==> src/rtl/riscv_wb_stage.sv <==
// Writeback stage: takes one retiring instruction per handshake from MEM,
// waits for the data-memory response on loads, extends/aligns load data,
// and issues a single-cycle register-file write. Also counts retirements
// and flags stray memory responses.
//
// state    | meaning
// ---------+-------------------------------------------------------------
// ST_IDLE  | nothing held; ready to accept
// ST_WAIT  | load accepted, waiting for i_dmem_rvalid; not ready
// ST_WRITE | result in holding regs, strobe/retire this cycle; ready
module riscv_wb_stage #(
  parameter int CNT_W = 32
) (
  input  logic             i_clk,
  input  logic             i_rstn,
  input  logic             i_mem_valid,
  output logic             o_mem_ready,
  input  logic [4:0]       i_mem_rd_addr,
  input  logic             i_mem_rd_wen,
  input  logic [1:0]       i_mem_wb_sel,
  input  logic [31:0]      i_mem_alu_data,
  input  logic [31:0]      i_mem_pc_plus4,
  input  logic [2:0]       i_mem_funct3,
  input  logic [1:0]       i_mem_byte_off,
  input  logic             i_dmem_rvalid,
  input  logic [31:0]      i_dmem_rdata,
  output logic [31:0]      o_regfile_rd_data,
  output logic [4:0]       o_regfile_rd_addr,
  output logic             o_regfile_rd_wen,
  output logic             o_wb_retire,
  output logic [CNT_W-1:0] o_wb_instret,
  output logic             o_wb_err
);

  localparam int XLEN = 32;

  localparam logic [1:0] SEL_LOAD = 2'b01;
  localparam logic [1:0] SEL_PC4  = 2'b10;

  typedef enum logic [1:0] {
    ST_IDLE  = 2'd0,
    ST_WAIT  = 2'd1,
    ST_WRITE = 2'd2
  } state_t;

  state_t state, state_nxt;

  logic             accept;
  logic             accept_load;
  logic             resp_take;
  logic             in_write;
  logic [XLEN-1:0]  accept_data;
  logic [XLEN-1:0]  load_data;

  logic [4:0]       rd_addr_q;
  logic             rd_wen_q;
  logic [XLEN-1:0]  rd_data_q;
  logic [2:0]       funct3_q;
  logic [1:0]       byte_off_q;
  logic [CNT_W-1:0] instret_q;
  logic             err_q;

  // Pick the addressed byte/halfword out of the raw word and extend it.
  // Unused funct3 encodings fall back to a full-word load.
  function automatic logic [XLEN-1:0] extract_load(
    input logic [2:0]      f3,
    input logic [1:0]      off,
    input logic [XLEN-1:0] word
  );
    logic [7:0]      b;
    logic [15:0]     h;
    logic [XLEN-1:0] r;
    case (off)
      2'd0:    b = word[7:0];
      2'd1:    b = word[15:8];
      2'd2:    b = word[23:16];
      default: b = word[31:24];
    endcase
    h = off[1] ? word[31:16] : word[15:0];
    case (f3)
      3'b000:  r = {{24{b[7]}}, b};
      3'b100:  r = {24'b0, b};
      3'b001:  r = {{16{h[15]}}, h};
      3'b101:  r = {16'b0, h};
      default: r = word;
    endcase
    return r;
  endfunction

  assign in_write    = (state == ST_WRITE);
  assign o_mem_ready = (state != ST_WAIT);
  assign accept      = i_mem_valid & o_mem_ready;
  assign accept_load = (i_mem_wb_sel == SEL_LOAD);
  assign resp_take   = (state == ST_WAIT) & i_dmem_rvalid;

  // Result mux for non-load instructions; 00 and 11 both select the ALU.
  always_comb begin
    accept_data = i_mem_alu_data;
    if (i_mem_wb_sel == SEL_PC4) begin
      accept_data = i_mem_pc_plus4;
    end
  end

  // Load data is extracted from the live response using the captured type.
  always_comb begin
    load_data = extract_load(funct3_q, byte_off_q, i_dmem_rdata);
  end

  // Next-state logic.
  always_comb begin
    state_nxt = state;
    case (state)
      ST_IDLE: begin
        if (accept) begin
          state_nxt = accept_load ? ST_WAIT : ST_WRITE;
        end
      end
      ST_WAIT: begin
        if (i_dmem_rvalid) begin
          state_nxt = ST_WRITE;
        end
      end
      ST_WRITE: begin
        if (accept) begin
          state_nxt = accept_load ? ST_WAIT : ST_WRITE;
        end else begin
          state_nxt = ST_IDLE;
        end
      end
      default: state_nxt = ST_IDLE;
    endcase
  end

  // State register.
  always_ff @(posedge i_clk) begin
    if (!i_rstn) begin
      state <= ST_IDLE;
    end else begin
      state <= state_nxt;
    end
  end

  // Holding registers: loaded at accept, data refilled by the load response.
  // A pending load is dropped on reset because everything clears here.
  always_ff @(posedge i_clk) begin
    if (!i_rstn) begin
      rd_addr_q  <= '0;
      rd_wen_q   <= 1'b0;
      rd_data_q  <= '0;
      funct3_q   <= '0;
      byte_off_q <= '0;
    end else if (accept) begin
      rd_addr_q <= i_mem_rd_addr;
      rd_wen_q  <= i_mem_rd_wen;
      if (accept_load) begin
        funct3_q   <= i_mem_funct3;
        byte_off_q <= i_mem_byte_off;
      end else begin
        rd_data_q <= accept_data;
      end
    end else if (resp_take) begin
      rd_data_q <= load_data;
    end
  end

  // Retired-instruction counter; wraps naturally at all-ones.
  always_ff @(posedge i_clk) begin
    if (!i_rstn) begin
      instret_q <= '0;
    end else if (in_write) begin
      instret_q <= instret_q + CNT_W'(1);
    end
  end

  // Sticky error: any response arriving when no load is outstanding.
  always_ff @(posedge i_clk) begin
    if (!i_rstn) begin
      err_q <= 1'b0;
    end else if (i_dmem_rvalid && (state != ST_WAIT)) begin
      err_q <= 1'b1;
    end
  end

  // Output drive; x0 writes retire but never strobe the register file.
  always_comb begin
    o_regfile_rd_data = rd_data_q;
    o_regfile_rd_addr = rd_addr_q;
    o_regfile_rd_wen  = in_write & rd_wen_q & (rd_addr_q != 5'd0);
    o_wb_retire       = in_write;
    o_wb_instret      = instret_q;
    o_wb_err          = err_q;
  end

endmodule
==> config.mk <==
export PLATFORM = sky130hd
export DESIGN_NAME = riscv_wb_stage
export DESIGN_NICKNAME = d
export VERILOG_FILES = /design/src/rtl/riscv_wb_stage.sv
export SDC_FILE = /design/constraint.sdc
export NUM_CORES = 1
export LEC_CHECK = 0
export ABC_CLOCK_PERIOD_IN_PS = 1900
export CAP_MARGIN = 40
export CORE_ASPECT_RATIO = 1.2
export CORE_MARGIN = 3
export CORE_UTILIZATION = 42
export DETAILED_ROUTE_END_ITERATION = 8
export PLACE_DENSITY = 0.79
export SLEW_MARGIN = 30
export SYNTH_ARGS = -nofsm -noshare
export SYNTH_HDL_FRONTEND = slang
export SYNTH_SLANG_ARGS = --single-unit
==> constraint.sdc <==
create_clock -name i_clk -period 1.9 [get_ports i_clk]
set_clock_uncertainty 0.15 [all_clocks]
set_input_delay 0.285 -clock i_clk [delete_from_list [all_inputs] [get_ports i_clk]]
set_output_delay 0.285 -clock i_clk [all_outputs]
set_load 0.02 [all_outputs]
-- Word-level counts from Yosys, hierarchy flattened
Index checks and enable logic that the tools add are counted.
Widths: inputs -> output; s select.
- bits of input ports: 113
- bits in registers: 78
- memories kept: 0
- logic and storage cells: 47
- RAM bits: 0
- bits in latches: 0
- output and inout bits: 73
- bits in read-only memories: 0
- bitwise operators: 4
- shifts and indexed selects: 0
- div/mod/pow operators: 0
- order comparisons: 0
- add/sub/neg operators: 1
- multiply operators: 0
- equal/unequal tests: 13
- multiplexer cells: 12
- reduce and logical (&&, ||, !) cells: 9
- operators by type and width (kind ; count):
    $mux 32 ; 4
    $pmux 32 s4 ; 1
    $add 32x1->32 const B ; 1
    $pmux 8 s3 ; 1
    $mux 16 ; 1
    $mux 2 ; 4
    $eq 2x1->1 const B ; 3
    $eq 2x2->1 const B ; 3
    $eq 3x3->1 const B ; 2
    $ne 2x2->1 const B ; 3
    $pmux 2 s3 ; 1
    $reduce_and 2->1 ; 3
    $reduce_bool 5->1 ; 1
    $and 1x1->1 ; 4
    $logic_not 2->1 ; 2
    $eq 3x1->1 const B ; 1
    $logic_not 3->1 ; 1
    $ne 2x1->1 const B ; 1
    $reduce_bool 2->1 ; 1
    $logic_and 1x1->1 ; 1

-- Depth between registers and ports, before layout
- depth in word-level cells: 5
- gate-level depth with buffers: 8
- gate-level depth less buffers: 6

-- Worst setup path before layout
No wires, ideal clock.
- path type: register -> register
- start: register instret_q[0] (netlist: o_wb_instret[0])
- end: register instret_q[24] (netlist: o_wb_instret[24])
- stages on the path, launching flop included: 8
- arrival time: 1.611 ns
- setup time: 0.115 ns
- required time: 1.635 ns
- period minus slack after synthesis: 1.876 ns
- setup slack: 0.024 ns
- path through: dfxtp_1 -> ha_1 -> and4b_1 -> nand2_1 -> buf_2 -> nor3_1 -> xor2_1 -> and2_1
- word-level cells in the longest chain between the ends: 1
- ends and longest elaborated chain (item ; line ; source):
    start: declaration ; 60 ; logic [CNT_W-1:0] instret_q;
    start signal: assignment ; 171 ; instret_q <= instret_q + CNT_W'(1);
    $add 32x1->32 ; 171 ;
No other way between the ends.
A chain may end at the register's enable or synchronous reset.

-- Worst setup path after layout
- start: register rd_addr_q[3] (netlist: o_regfile_rd_addr[3])
- end: output port o_regfile_rd_wen
- word-level cells in the longest chain between the ends: 2
- ends and longest elaborated chain (item ; line ; source):
    start: declaration ; 55 ; logic [4:0] rd_addr_q;
    start signal: assignment ; 153 ; rd_addr_q <= i_mem_rd_addr;
    $reduce_bool 5->1 ; 188 ; o_regfile_rd_wen = in_write & rd_wen_q & (rd_addr_q != 5'd0);
    $and 1x1->1 ; 188 ;
    end: declaration ; 29 ; output logic o_regfile_rd_wen,
No other way between the ends.

==> impl_metrics.toml <==
[run_status]
run_status = "finished, violations left"
violations_in_the_final_reports = "negative setup slack"

[power_and_ir_drop]
power_per_cell_area_nw_per_um2 = 667.3
power.total_uw = 4814
cellLeakagePower_uw = 0.002830
ir_drop_mv = 0.3561

[synth]
synth_cell_types = 49
post_synthesis_net_count = 676
ys_seq_elements = 78
ys_dominant_reg_cell = "sky130_fd_sc_hd__dfxtp_1"
synth_area_leader_cell = "sky130_fd_sc_hd__dfxtp_1"
synth-edff-count = 0
synth_async_sr_flop_share_pct = 0
syn_area_sq_um = 4447
synth_area_leaders = "sky130_fd_sc_hd__dfxtp_1 35%, sky130_fd_sc_hd__nand2_1 9.7%, sky130_fd_sc_hd__and2_1 4.2%, sky130_fd_sc_hd__o21ai_0 3.5%, sky130_fd_sc_hd__nand4_1 3.4%"
syn-instance-count = 562
syn_avg_cell_area_sq_um = 7.912
synth_top_cell_area_share_pct = 35.12
most_numerous_cell_in_the_yosys_netlist = "sky130_fd_sc_hd__nand2_1"
ys_top_cells_by_count = "115 x sky130_fd_sc_hd__nand2_1, 78 x sky130_fd_sc_hd__dfxtp_1, 31 x sky130_fd_sc_hd__o21ai_0"
synth-warning-count = 0
fraction_of_the_yosys_area_taken_by_sequential_cells_pct = 35.12

[clocking]
cts-buffers-inserted = 9
clk_latency_ps = 330
clock_tree.buffer_depth = 2
ctsRootBufferMaster = "sky130_fd_sc_hd__clkbuf_16"
cts_tree = "done"
htree_levels = 3
tritoncts_num_sinks = 78
post_cts_hold_buffers = 0
clkTransAtPathRegs_ps = 60

[worst_setup_path]
critical_path_depth = 3
cp_slowest_stage_delay_ps = 360
worst_setup_path_endpoint = "o_regfile_rd_wen"
cp_cell_sequence = "or3_1 -> o311a_1 -> buf_2"
regToRegEndpoint = "o_wb_instret[30]"
timing.critical_path.arrival_ps = 1480
timing.critical_path.from_type = "register"
critical-path-slowest-cell = "sky130_fd_sc_hd__or3_1"
reg2reg_slack_ps = 70
path_delay_family = "simple AND/OR/NAND/NOR gates"
setup.worst_path.class = "register to output port"
rr_worst_depth = 5
setup.worst_path.start = "o_regfile_rd_addr[3]"
cp-end-kind = "output port"
crit_fanout = 2
critPathRequiredTime_ps = 1460
cp.buffers_inverters = 1
rr_startpoint = "o_wb_instret[20]"

[routing]
drc = 0
vias = 4938
detail_route.first_pass.iterations = 4
drt-wirelength-per-cell_microns = 16.86
final_antenna_net_count = 0
wirelength_microns = 15160
initialDrtViolationCount = 260
post_drt_via_cell_ratio = 5.493

[place]
dp_slack_ps = -503.2
io_buffer_count = 185
gp_congestion = 0.8877
detailed_place_hpwl_microns = 11340

[timing]
final.min_clock_period_ps = 1916
tightestPinTransition_ps = 381.4
post_route_clock_period_utilization_pct = 100.8
rsz0062_at_grt = "yes"
finalSetupTns_ps = -26.44
fmax_ghz = 0.5219
final.hold.worst_slack_ps = 320.1
setup-violations-final = 2
timing.final.hold_violations = 0
setup_slack_ps = -16.11
slew_headroom_pct = 74.52
report.final.slew_viol_count = 0

[floorplan]
die-width_microns = 99.93
floorplan.die.height_microns = 118.7
i_o_pin_count = 186
fp-row-count = 40
coreArea_sq_um = 10160
initial_utilization_pct = 43.77
die_area_sq_um = 11860

[layout]
area_growth_pct = 62.24
share_of_the_core_filled_with_cells_pct = 71.01
final_net_count = 882
antenna_cells = 0
drive_above_1_share_pct = 15.78

[global_route]
grt.overflow.total = 0
grt_pass1_vias = 5068
grt_start_max_net_pins = 82
grt_util_all_layers_pct = 24.87
initial_antenna_violation_count = 0
global_route_wire_length_before_repair_microns = 23900

[worst_hold_path]
hold_path.class = "input pin to register"

[flow_run]
timing.max_cap.violations = 0
## layout make-up
cell class / count / area (sq um)
Clock inverter: 5 / 106.4
Sequential cell: 78 / 1563
Multi-Input combinational cell: 426 / 2730
Timing Repair Buffer: 238 / 2359
Tap cell: 126 / 157.7
Inverter: 15 / 56.30
Fill cell: 791 / 2945
Clock buffer: 11 / 242.7
## tightest hold or removal path, stage by stage
cell and delay (ps):
sky130_fd_sc_hd__buf_2 110, sky130_fd_sc_hd__buf_12 190, sky130_fd_sc_hd__a21boi_0 150
## logic make-up (layout without fill, tap and decap cells)
kind of cell             Yosys count  in the layout  synth area share, %
flip-flops                        78             78                35.12
multiplexers                      16             16                3.714
AO/OA/AOI/OAI                    126            126                19.81
AND/OR/NAND/NOR                  256            256                29.97
XOR/XNOR                          27             27                5.318
buffers and inverters             58            269                5.796
adder cells (fa/ha/maj)            1              1               0.2813
## placed cells by master, fill, tap and decap left out, types with 4 or more instances in the layout
cell type / n
sky130_fd_sc_hd__clkdlybuf4s50_1: 179
sky130_fd_sc_hd__buf_4: 44
sky130_fd_sc_hd__nor2b_1: 10
sky130_fd_sc_hd__o221a_2: 7
sky130_fd_sc_hd__a31oi_1: 4
sky130_fd_sc_hd__nand4_1: 24
sky130_fd_sc_hd__xor2_1: 14
sky130_fd_sc_hd__buf_12: 6
sky130_fd_sc_hd__mux2_2: 4
sky130_fd_sc_hd__o211ai_1: 18
sky130_fd_sc_hd__and2_1: 30
sky130_fd_sc_hd__dfxtp_1: 77
sky130_fd_sc_hd__nand2_1: 113
sky130_fd_sc_hd__a21o_1: 4
sky130_fd_sc_hd__nor3_2: 4
sky130_fd_sc_hd__a21oi_2: 12
sky130_fd_sc_hd__clkbuf_16: 10
sky130_fd_sc_hd__nand3b_1: 6
sky130_fd_sc_hd__nor4_2: 6
sky130_fd_sc_hd__o21ai_0: 31
sky130_fd_sc_hd__a21oi_1: 20
sky130_fd_sc_hd__nand3_1: 14
sky130_fd_sc_hd__a221oi_1: 5
sky130_fd_sc_hd__mux2i_1: 12
sky130_fd_sc_hd__a21boi_0: 11
sky130_fd_sc_hd__a22oi_1: 6
sky130_fd_sc_hd__nand2b_1: 4
sky130_fd_sc_hd__inv_1: 15
sky130_fd_sc_hd__and3_1: 5
sky130_fd_sc_hd__xnor2_1: 13
sky130_fd_sc_hd__nor2_1: 11
## report_power, final
group | internal [uW] | switching [uW]
registers | 1720 | 59.8
logic | 567 | 471
clock network | 1320 | 674
## timing repair
| action | 4_1_cts | 5_1_grt |
|---|---|---|
| resized for setup | 10 | 23 |
| endpoints found under the setup margin | 27 | 44 |
| setup buffers | 1 | 4 |
| cloned | 0 | 1 |
| pin swaps | 1 | 2 |
## metrics by stage
stage / instance area [sq um] / std cells
global route: 7214 / 899
finish: 7214 / 899
detailed placement: 6683 / 877
CTS: 7049 / 894
floorplan: 4447 / 562
global placement: 6683 / 877
## routing by layer
metal  track usage (%)  share of wire, %
met5                 0                 0
met4             9.821               3.0
met3             6.080               8.2
met2             44.12                52
met1             28.09                36
## registers in the layout (all words and copies together), names as in the netlist
signal	cells
rd_wen_q	1
o_regfile_rd_data	32
o_wb_err	1
byte_off_q	2
state	2
o_wb_instret	32
funct3_q	3
o_regfile_rd_addr	5
## how the worst min path moves through the flow
stage	cells past startpoint	from	slack [ps]	endpoint
final	3	i_rstn	320	o_regfile_rd_addr[4]
after global placement	2	o_regfile_rd_data[7]	300	o_regfile_rd_data[7]
after CTS	3	i_rstn	310	state[0]
after detailed placement	2	o_wb_instret[31]	310	o_wb_instret[31]
after floorplan	2	i_mem_rd_addr[3]	280	o_regfile_rd_addr[3]
after global routing	3	i_rstn	340	state[0]
(Power assumes the default switching activity.)
